--- src/rtl/prog_load_ctrl_pkg.sv ---
// prog_load_ctrl_pkg: shared state encodings and constants for the program-load sequencer
package prog_load_ctrl_pkg;
    typedef enum logic [2:0] {
        PL_INIT = 3'd0,
        PL_RUN  = 3'd1,
        PL_ARM  = 3'd2,
        PL_LOAD = 3'd3,
        PL_ERR  = 3'd4
    } pl_state_e;
    localparam logic [31:0] ZeroWord = 32'h0;
    localparam int DmemSelBit = 14;
    localparam logic [14:0] WordMax = 15'h7FFF;
    function automatic logic [14:0] sat_inc(input logic [14:0] v);
        return (v == WordMax) ? v : v + 15'd1;
    endfunction
endpackage

--- src/rtl/prog_load_ctrl_if.sv ---
// prog_load_ctrl_if: UART programmer write bus between the programmer (master) and the load sequencer (slave)
interface prog_load_ctrl_if;
    logic        upg_wen_i;
    logic [14:0] upg_adr_i;
    logic [31:0] upg_dat_i;
    logic        upg_done_i;
    logic        upg_rst_o;
    modport master (output upg_wen_i, upg_adr_i, upg_dat_i, upg_done_i, input upg_rst_o);
    modport slave  (input upg_wen_i, upg_adr_i, upg_dat_i, upg_done_i, output upg_rst_o);
endinterface

--- src/rtl/prog_load_ctrl_pl_timeout_cnt.sv ---
// pl_timeout_cnt: clearable up-counter flagging when the count equals a runtime limit
module pl_timeout_cnt #(
    parameter int W = 26
) (
    input  logic         clk,
    input  logic         rst,
    input  logic         clr_i,
    input  logic         en_i,
    input  logic [W-1:0] limit_i,
    output logic         tc_o
);
    logic [W-1:0] cnt_q;
    always_ff @(posedge clk) begin
        if (rst || clr_i) cnt_q <= '0;
        else if (en_i) cnt_q <= cnt_q + W'(1);
    end
    assign tc_o = (cnt_q == limit_i);
endmodule

--- src/rtl/prog_load_ctrl.sv ---
// prog_load_ctrl: switches memories between CPU run and UART upload, routes upload writes, holds CPU reset
module prog_load_ctrl
    import prog_load_ctrl_pkg::*;
#(
    parameter int INIT_CYCLES    = 4,
    parameter int TIMEOUT_CYCLES = 50_000_000,
    parameter int CNT_W          = 26
) (
    input  logic                   clk,
    input  logic                   rst,
    input  logic                   prog_req,
    prog_load_ctrl_if.slave        upg,
    output logic                   kick_off,
    output logic                   inited,
    output logic                   cpu_rst,
    output logic                   imem_we,
    output logic [13:0]            imem_addr,
    output logic [31:0]            imem_din,
    output logic                   dmem_we,
    output logic [13:0]            dmem_addr,
    output logic [31:0]            dmem_din,
    output logic                   load_err,
    output logic [14:0]            imem_words,
    output logic [14:0]            dmem_words
);
    pl_state_e   state_q;
    logic        upg_rst_q, kick_off_q, inited_q, cpu_rst_q, load_err_q;
    logic        imem_we_q, dmem_we_q;
    logic [13:0] imem_addr_q, dmem_addr_q;
    logic [31:0] imem_din_q, dmem_din_q;
    logic [14:0] imem_words_q, dmem_words_q;
    logic        cnt_en, cnt_clr, tc;
    logic [CNT_W-1:0] limit;

    // One counter serves both the INIT settle period and the LOAD idle timeout
    assign cnt_en  = (state_q == PL_INIT) || (state_q == PL_LOAD);
    assign cnt_clr = !cnt_en || ((state_q == PL_LOAD) && (upg.upg_wen_i || upg.upg_done_i));
    assign limit   = (state_q == PL_INIT) ? CNT_W'(INIT_CYCLES - 1) : CNT_W'(TIMEOUT_CYCLES);

    pl_timeout_cnt #(.W(CNT_W)) u_cnt (
        .clk    (clk),
        .rst    (rst),
        .clr_i  (cnt_clr),
        .en_i   (cnt_en),
        .limit_i(limit),
        .tc_o   (tc)
    );

    always_ff @(posedge clk) begin
        if (rst) begin
            state_q      <= PL_INIT;
            upg_rst_q    <= 1'b1;
            kick_off_q   <= 1'b1;
            inited_q     <= 1'b0;
            cpu_rst_q    <= 1'b1;
            load_err_q   <= 1'b0;
            imem_we_q    <= 1'b0;
            dmem_we_q    <= 1'b0;
            imem_addr_q  <= '0;
            dmem_addr_q  <= '0;
            imem_din_q   <= ZeroWord;
            dmem_din_q   <= ZeroWord;
            imem_words_q <= '0;
            dmem_words_q <= '0;
        end else begin
            imem_we_q <= 1'b0;
            dmem_we_q <= 1'b0;
            case (state_q)
                PL_INIT: if (tc) begin
                    state_q   <= PL_RUN;
                    inited_q  <= 1'b1;
                    cpu_rst_q <= 1'b0;
                end
                PL_RUN, PL_ERR: if (prog_req) begin
                    state_q      <= PL_ARM;
                    kick_off_q   <= 1'b0;
                    upg_rst_q    <= 1'b0;
                    inited_q     <= 1'b0;
                    cpu_rst_q    <= 1'b1;
                    load_err_q   <= 1'b0;
                    imem_words_q <= '0;
                    dmem_words_q <= '0;
                end
                PL_ARM: state_q <= PL_LOAD;
                PL_LOAD: begin
                    if (upg.upg_wen_i && upg.upg_adr_i[DmemSelBit]) begin
                        dmem_we_q    <= 1'b1;
                        dmem_addr_q  <= upg.upg_adr_i[13:0];
                        dmem_din_q   <= upg.upg_dat_i;
                        dmem_words_q <= sat_inc(dmem_words_q);
                    end else if (upg.upg_wen_i) begin
                        imem_we_q    <= 1'b1;
                        imem_addr_q  <= upg.upg_adr_i[13:0];
                        imem_din_q   <= upg.upg_dat_i;
                        imem_words_q <= sat_inc(imem_words_q);
                    end
                    // A write coinciding with done still commits; its pulse lands in the first INIT cycle
                    if (upg.upg_done_i) begin
                        state_q    <= PL_INIT;
                        kick_off_q <= 1'b1;
                        upg_rst_q  <= 1'b1;
                    end else if (!upg.upg_wen_i && tc) begin
                        state_q    <= PL_ERR;
                        kick_off_q <= 1'b1;
                        upg_rst_q  <= 1'b1;
                        load_err_q <= 1'b1;
                    end
                end
                default: state_q <= PL_INIT;
            endcase
        end
    end

    assign upg.upg_rst_o = upg_rst_q;
    assign kick_off      = kick_off_q;
    assign inited        = inited_q;
    assign cpu_rst       = cpu_rst_q;
    assign load_err      = load_err_q;
    assign imem_we       = imem_we_q;
    assign dmem_we       = dmem_we_q;
    assign imem_addr     = imem_addr_q;
    assign dmem_addr     = dmem_addr_q;
    assign imem_din      = imem_din_q;
    assign dmem_din      = dmem_din_q;
    assign imem_words    = imem_words_q;
    assign dmem_words    = dmem_words_q;
endmodule
--- src/flat_wrapper.sv ---
// flat-port wrapper written by rule: the top's interface ports become plain ports
module prog_load_ctrl_flat import prog_load_ctrl_pkg::*;
#(
    parameter int INIT_CYCLES    = 4,
    parameter int TIMEOUT_CYCLES = 50_000_000,
    parameter int CNT_W          = 26
)
  (clk, rst, prog_req, kick_off, inited, cpu_rst, imem_we, imem_addr, imem_din, dmem_we, dmem_addr, dmem_din, load_err, imem_words, dmem_words, upg_upg_wen_i, upg_upg_adr_i, upg_upg_dat_i, upg_upg_done_i, upg_upg_rst_o);
  prog_load_ctrl_if upg_i ();
  input  logic clk;
  input  logic rst;
  input  logic prog_req;
  output logic kick_off;
  output logic inited;
  output logic cpu_rst;
  output logic imem_we;
  output logic [13:0] imem_addr;
  output logic [31:0] imem_din;
  output logic dmem_we;
  output logic [13:0] dmem_addr;
  output logic [31:0] dmem_din;
  output logic load_err;
  output logic [14:0] imem_words;
  output logic [14:0] dmem_words;
  input wire logic [$bits(upg_i.upg_wen_i)-1:0] upg_upg_wen_i;
  input wire logic [$bits(upg_i.upg_adr_i)-1:0] upg_upg_adr_i;
  input wire logic [$bits(upg_i.upg_dat_i)-1:0] upg_upg_dat_i;
  input wire logic [$bits(upg_i.upg_done_i)-1:0] upg_upg_done_i;
  output wire logic [$bits(upg_i.upg_rst_o)-1:0] upg_upg_rst_o;
  assign upg_i.upg_wen_i = upg_upg_wen_i;
  assign upg_i.upg_adr_i = upg_upg_adr_i;
  assign upg_i.upg_dat_i = upg_upg_dat_i;
  assign upg_i.upg_done_i = upg_upg_done_i;
  assign upg_upg_rst_o = upg_i.upg_rst_o;
  prog_load_ctrl #(.INIT_CYCLES(INIT_CYCLES), .TIMEOUT_CYCLES(TIMEOUT_CYCLES), .CNT_W(CNT_W)) u_core (.clk(clk), .rst(rst), .prog_req(prog_req), .upg(upg_i), .kick_off(kick_off), .inited(inited), .cpu_rst(cpu_rst), .imem_we(imem_we), .imem_addr(imem_addr), .imem_din(imem_din), .dmem_we(dmem_we), .dmem_addr(dmem_addr), .dmem_din(dmem_din), .load_err(load_err), .imem_words(imem_words), .dmem_words(dmem_words));
endmodule
--- config.mk ---
export PLATFORM = sky130hd
export DESIGN_NAME = prog_load_ctrl_flat
export DESIGN_NICKNAME = d
export VERILOG_FILES = /design/src/rtl/prog_load_ctrl_pkg.sv /design/src/rtl/prog_load_ctrl_if.sv /design/src/rtl/prog_load_ctrl_pl_timeout_cnt.sv /design/src/rtl/prog_load_ctrl.sv /design/src/flat_wrapper.sv
export SDC_FILE = /design/constraint.sdc
export NUM_CORES = 1
export LEC_CHECK = 0
export CORE_MARGIN = 3
export CORE_UTILIZATION = 48
export CTS_CLUSTER_DIAMETER = 40
export DETAILED_ROUTE_END_ITERATION = 12
export PLACE_DENSITY = 0.8
export RECOVER_POWER = 50
export SLEW_MARGIN = 20
export SYNTH_ARGS = -nofsm -noshare
export SYNTH_HDL_FRONTEND = slang
export SYNTH_SLANG_ARGS = --single-unit
--- constraint.sdc ---
create_clock -name clk -period 2.95 [get_ports clk]
set_clock_uncertainty 0.05 [all_clocks]
set_input_delay 0.59 -clock clk [delete_from_list [all_inputs] [get_ports clk]]
set_output_delay 0.59 -clock clk [all_outputs]
set_load 0.01 [all_outputs]
==> run_results.csv, run 1 <==
group,metric,value,unit
detailed_routing,vias,6266,
synthesis,async_flop_share,0,%
pwr,swShare,24.0,%
synthesis,ys_types,53,
floorplanning,fp.dieH,122,µm
grt,grt_pass1_wl,28.4,mm
worst_setup_path,crit_chain,"nand2b_1 > or3_2 > clkbuf_2 > nand2_1 > a21oi_1",
clock_tree,cts_sinks,157,
worst_setup_path,worstPathArrival,2.73,ns
clock_tree,clk_pin_slew,0.06,ns
synthesis,synth_warnings,0,
finish,final_util,70.1,%
clock_tree,root_buffer,"clkbuf_16",
synthesis,ys.flop_type,"dfxtp_1",
clock_tree,cts.path.max_buffers,2,
job,cap_violations,0,
min_path,worstHoldPathType,"in2reg",
sta,fin_crit,2.51,ns
grt,grt-ovfl-total,0,
synthesis,ys_seq_area_share,48.6,%
pwr,total_power,4.97,mW
sta,fin_tns_setup,0,ns
finish,nNetsFinal,1031,
sta,rsz0062_at_grt,"no",
worst_setup_path,crit_type,"reg2reg",
worst_setup_path,crit_path_top_delay_cell,"dfxtp_1",
floorplanning,rows,41,
grt,grt_max_degree,64,
synthesis,synth_cells,811,
finish,layout_common_cells,"214 x nand2_1, 157 x dfxtp_1, 129 x a21oi_1, 117 x dlygate4sd3_1, 62 x clkdlybuf4s50_1",
sta,clock.fmax,399,MHz
worst_setup_path,endpoint,"u_core.imem_addr[7]",
synthesis,syn-mean-instance-area,7.98,µm²
pwr,seqPwrFrac,44.8,%
detailed_routing,wl_per_cell,15.1,µm
synthesis,syn_area,6470,µm²
pwr,p_leak,3.28,nW
sta,fin_crit_sh,85.0,%
finish,final_common_cell,"nand2_1",
worst_setup_path,r2r_cells,5,
finish,area_growth,39.4,%
clock_tree,ctsHoldBuffers,0,
detailed_routing,ant_nets,0,
detailed_routing,drc,0,
pwr,combinationalPowerShare,11.0,%
floorplanning,dieArea,14900,µm²
finish,n_antenna_cell,0,
synthesis,synth-seq-cells,157,
placement,dp_slack,0.206,ns
sta,holdWs,0.354,ns
synthesis,syn-num-nets,866,
clock_tree,numCtsBuffers,17,
finish,drive_gt1_share,5.38,%
pwr,p_sw,1.19,mW
worst_setup_path,start_kind,"flip-flop",
detailed_routing,totalWireLength,17.5,mm
floorplanning,core,12900,µm²
floorplanning,die_x,122,µm
worst_setup_path,rrSetupSlack,0.44,ns
pwr,p_per_area,550,nW/µm²
clock_tree,cts.repair.resized,0,
grt,antenna_found_initial,0,
status,status,"completed",
finish,final_area,9020,µm²
placement,place_inst,1129,
worst_setup_path,cp_max_fo,47,
detailed_routing,drt_iter0_markers,573,
worst_setup_path,timing.rr.end,"u_core.imem_addr[7]",
worst_setup_path,required,3.17,ns
synthesis,synth_edf_count,0,
placement,placed_cell_area,8450,µm²
finish,stdcell_count,1158,
sta,report.final.slew_viol_count,0,
floorplanning,ios,181,
detailed_routing,via_per_inst,5.41,
worst_setup_path,rr_startpoint,"u_core.state_q[0]",
pwr,p_clk_share,44.3,%
clock_tree,htreeDepth,4,
pwr,internal_power,3.77,mW
placement,portBuffers,180,
placement,hpwlAfterDp,11.7,mm
worst_setup_path,startpoint,"u_core.state_q[0]",
sta,setup_ws,0.442,ns
grt,grt_pass1_vias,5824,
clock_tree,postCtsSetupRepairBufs,0,
pwr,ir_worst_vdd,346,µV
worst_setup_path,slowest_delay,0.61,ns
grt,grt_usage,23.6,%
clock_tree,clk-insertion-delay-late,0.42,ns
worst_setup_path,crit_path_end_kind,"flip-flop",
placement,gp_congestion,0.899,
sta,finalHoldViolations,0,
detailed_routing,first_pass_iters,5,
clock_tree,cts_tree,"yes",
sta,setup_viol,0,
sta,slew_headroom,27.2,%
sta,worst_slew_pin_slew,1.09,ns
floorplanning,start_util,50.3,%
worst min-delay path by stage:
stage / start / to / depth (start not counted)
final: rst / u_core.dmem_words[1] / 2
after global routing: rst / u_core.dmem_words[1] / 2
after CTS: rst / u_core.dmem_words[1] / 2
after detailed placement: u_core.dmem_addr[2] / u_core.dmem_addr[2] / 2
after global placement: u_core.imem_din[22] / u_core.imem_din[22] / 2
after floorplan: u_core.u_cnt.cnt_q[1] / u_core.u_cnt.cnt_q[1] / 2
flip-flops by register name, indices dropped and copies added (netlist names):
signal              cells
u_core.u_cnt.cnt_q     26
u_core.dmem_addr       14
u_core.dmem_we          1
u_core.state_q          3
u_core.imem_words      15
u_core.inited           1
u_core.dmem_words      15
u_core.imem_din        32
u_core.dmem_din        32
u_core.load_err         1
u_core.imem_addr       14
u_core.imem_we          1
u_core.cpu_rst          1
u_core.kick_off         1
power by group through the flow:
stage	logic [mW]	registers, mW	clock network (mW)
global placement	0.552	2.27	0
CTS	0.557	2.22	2.24
detailed placement	0.555	2.27	0
finish	0.544	2.22	2.20
floorplan	0.357	2.25	0
global route	0.608	2.23	2.32
cell type report:
class | count | area [µm²]
fill | 1058 | 3850
clock inverter | 6 | 111
multi-input combinational | 594 | 3100
clock buffer | 23 | 478
sequential | 157 | 3140
timing repair buffer | 194 | 1930
inverter | 12 | 45.0
tap | 172 | 215
synthesized netlist by cell type (11+ instances only):
cell	instances	area [µm²]
nand2_1	214	803
nand4_1	11	68.8
nor3_1	14	70.1
inv_1	11	41.3
dfxtp_1	157	3140
nand3_1	24	120
clkbuf_1	35	131
or4_1	26	195
nor2_1	47	176
xnor2_1	20	175
a21oi_1	129	646
o31ai_1	22	165
critical path: cells and delay by family, from the launching register on:
kind / cells / cell delay, ns
AND/OR/NAND/NOR: 3 / 0.99
flip-flops: 1 / 0.61
buffers and inverters: 1 / 0.60
AO/OA/AOI/OAI: 1 / 0.09
cell families after synthesis:
family | Yosys count | synth area share [%]
fa+ha+maj | 3 | 0.580
compound gates | 181 | 16.0
mux | 1 | 0.155
buf+inv | 60 | 3.71
xor+xnor | 26 | 3.63
flops | 157 | 48.6
simple gates | 383 | 27.4
routing by layer:
metal  vias up  part of all wire [%]  routed length, µm  global-route usage, %
met3        18                   6.8               1190                   7.47
met4         0                   1.8                317                   9.10
met2       181                    48               8460                   37.7
met5         -                     0                  0                      0
li1       3150                     -                  -                      -
met1      2917                    43               7480                   30.0
No activity file was read; power rests on OpenSTA's default activity.
==> run 2, diff against run 1 <==
REMOVE_ABC_BUFFERS = 1   (was default)
==> run 2 against run 1 <==
Compared with the run above:
- setup slack worse by 0.067 ns
- final area is 0.71% higher
- final cell count is 0.17% higher
- clock power is 9.5% higher
- register-to-register slack worse by 0.07 ns
- total power is 4.9% higher
- combinational power is 9.4% higher
- die area stayed put
- largest power group is now the clock network
==> run_results.csv, run 2 (synthesized netlist as in run 1, its figures left out) <==
group,metric,value,unit
pwr,p_clk_share,46.2,%
finish,nNetsFinal,1031,
worst_setup_path,rrSetupSlack,0.38,ns
detailed_routing,first_pass_iters,5,
worst_setup_path,timing.rr.end,"u_core.imem_words[1]",
placement,hpwlAfterDp,12.3,mm
floorplanning,dieArea,14900,µm²
sta,setup_viol,0,
finish,n_antenna_cell,0,
clock_tree,htreeDepth,4,
placement,portBuffers,180,
clock_tree,clk-insertion-delay-late,0.42,ns
floorplanning,rows,41,
floorplanning,start_util,50.3,%
clock_tree,postCtsSetupRepairBufs,0,
sta,report.final.slew_viol_count,0,
worst_setup_path,worstPathArrival,2.87,ns
pwr,total_power,5.21,mW
pwr,p_leak,3.22,nW
placement,gp_congestion,0.879,
clock_tree,cts_sinks,157,
pwr,internal_power,3.98,mW
sta,clock.fmax,388,MHz
floorplanning,core,12900,µm²
detailed_routing,via_per_inst,5.55,
pwr,p_per_area,573,nW/µm²
sta,setup_ws,0.375,ns
finish,final_common_cell,"nand2_1",
grt,grt_usage,24.3,%
detailed_routing,vias,6439,
clock_tree,cts_tree,"yes",
detailed_routing,drc,0,
job,cap_violations,0,
clock_tree,cts.repair.resized,0,
floorplanning,ios,181,
grt,antenna_found_initial,0,
finish,drive_gt1_share,5.77,%
worst_setup_path,rr_startpoint,"u_core.state_q[0]",
pwr,p_sw,1.23,mW
pwr,seqPwrFrac,42.3,%
pwr,swShare,23.6,%
detailed_routing,totalWireLength,18.4,mm
sta,finalHoldViolations,0,
finish,final_util,70.6,%
clock_tree,ctsHoldBuffers,0,
worst_setup_path,startpoint,"u_core.state_q[0]",
sta,worst_slew_pin_slew,1.15,ns
sta,fin_tns_setup,0,ns
grt,grt_max_degree,48,
detailed_routing,wl_per_cell,15.8,µm
worst_setup_path,cp_max_fo,40,
pwr,ir_worst_vdd,460,µV
sta,fin_crit_sh,87.3,%
sta,slew_headroom,23.0,%
pwr,combinationalPowerShare,11.4,%
finish,area_growth,40.4,%
clock_tree,clk_pin_slew,0.06,ns
min_path,worstHoldPathType,"reg2reg",
clock_tree,cts.path.max_buffers,2,
grt,grt_pass1_wl,29.1,mm
worst_setup_path,r2r_cells,7,
worst_setup_path,start_kind,"flip-flop",
worst_setup_path,crit_type,"reg2reg",
worst_setup_path,endpoint,"u_core.imem_words[1]",
placement,dp_slack,0.241,ns
sta,fin_crit,2.57,ns
finish,fillers,1041,
sta,rsz0062_at_grt,"no",
floorplanning,die_x,122,µm
detailed_routing,drt_iter0_markers,497,
clock_tree,numCtsBuffers,17,
finish,layout_common_cells,"214 x nand2_1, 157 x dfxtp_1, 129 x a21oi_1, 90 x dlygate4sd3_1, 89 x clkdlybuf4s50_1",
floorplanning,fp.dieH,122,µm
worst_setup_path,crit_path_end_kind,"flip-flop",
clock_tree,root_buffer,"clkbuf_16",
worst_setup_path,required,3.25,ns
detailed_routing,ant_nets,0,
status,status,"completed",
grt,grt-ovfl-total,0,
grt,grt_pass1_vias,5881,
run 2: worst max-delay path: stages, from the launching register on:
cell      delay [ns]
dfxtp_1         0.46
clkbuf_1        0.32
and2b_1         0.26
nand2_1         0.14
nor2_1          0.69
buf_12          0.30
nand4b_1        0.12
a21oi_1         0.14
run 2: worst min-delay path by stage:
| stage | start | endpoint | slack [ns] | cells past startpoint |
|---|---|---|---|---|
| after floorplan | u_core.u_cnt.cnt_q[1] | u_core.u_cnt.cnt_q[1] | 0.42 | 2 |
| after global placement | u_core.imem_addr[5] | u_core.imem_addr[5] | 0.39 | 2 |
| after detailed placement | u_core.dmem_addr[10] | u_core.dmem_addr[10] | 0.40 | 2 |
| after CTS | u_core.dmem_addr[13] | u_core.dmem_addr[13] | 0.40 | 2 |
| after global routing | u_core.dmem_addr[7] | u_core.dmem_addr[7] | 0.41 | 2 |
| final | u_core.imem_din[5] | u_core.imem_din[5] | 0.40 | 2 |
run 2: layer usage:
metal  vias to the layer above  share of wire (%)  global-route usage (%)
li1                       3156                  -                       -
met1                      3029                 42                    29.9
met2                       221                 48                    40.3
met3                        33                7.7                    8.31
met4                         0                2.4                    7.63
met5                         -                  0                       0
run 2: stage by stage:
| step | cell area [µm²] | hold slack (ns) | instances |
|---|---|---|---|
| floorplan | 6280 | 0.416 | 763 |
| global placement | 8450 | 0.390 | 1129 |
| detailed placement | 8450 | 0.396 | 1129 |
| CTS | 9100 | 0.404 | 1160 |
| global route | 9090 | 0.415 | 1160 |
| finish | 9090 | 0.398 | 1160 |
run 2: layout make-up:
class | instances | area, µm² | area share [%]
clock inverters | 10 | 184 | 2.02
flip-flops and latches | 157 | 3140 | 34.6
multi-input cells | 594 | 3100 | 34.1
well taps | 172 | 215 | 2.37
inverters | 12 | 45.0 | 0.496
repair buffers | 194 | 1930 | 21.3
clock buffers | 21 | 470 | 5.18
run 2: power by group through the flow:
stage / registers [mW] / clock network (mW) / logic (mW)
after global placement: 2.25 / 0 / 0.596
final: 2.20 / 2.41 / 0.595
after CTS: 2.21 / 2.44 / 0.604
after detailed placement: 2.25 / 0 / 0.599
after floorplan: 2.27 / 0 / 0.285
after global routing: 2.21 / 2.52 / 0.650
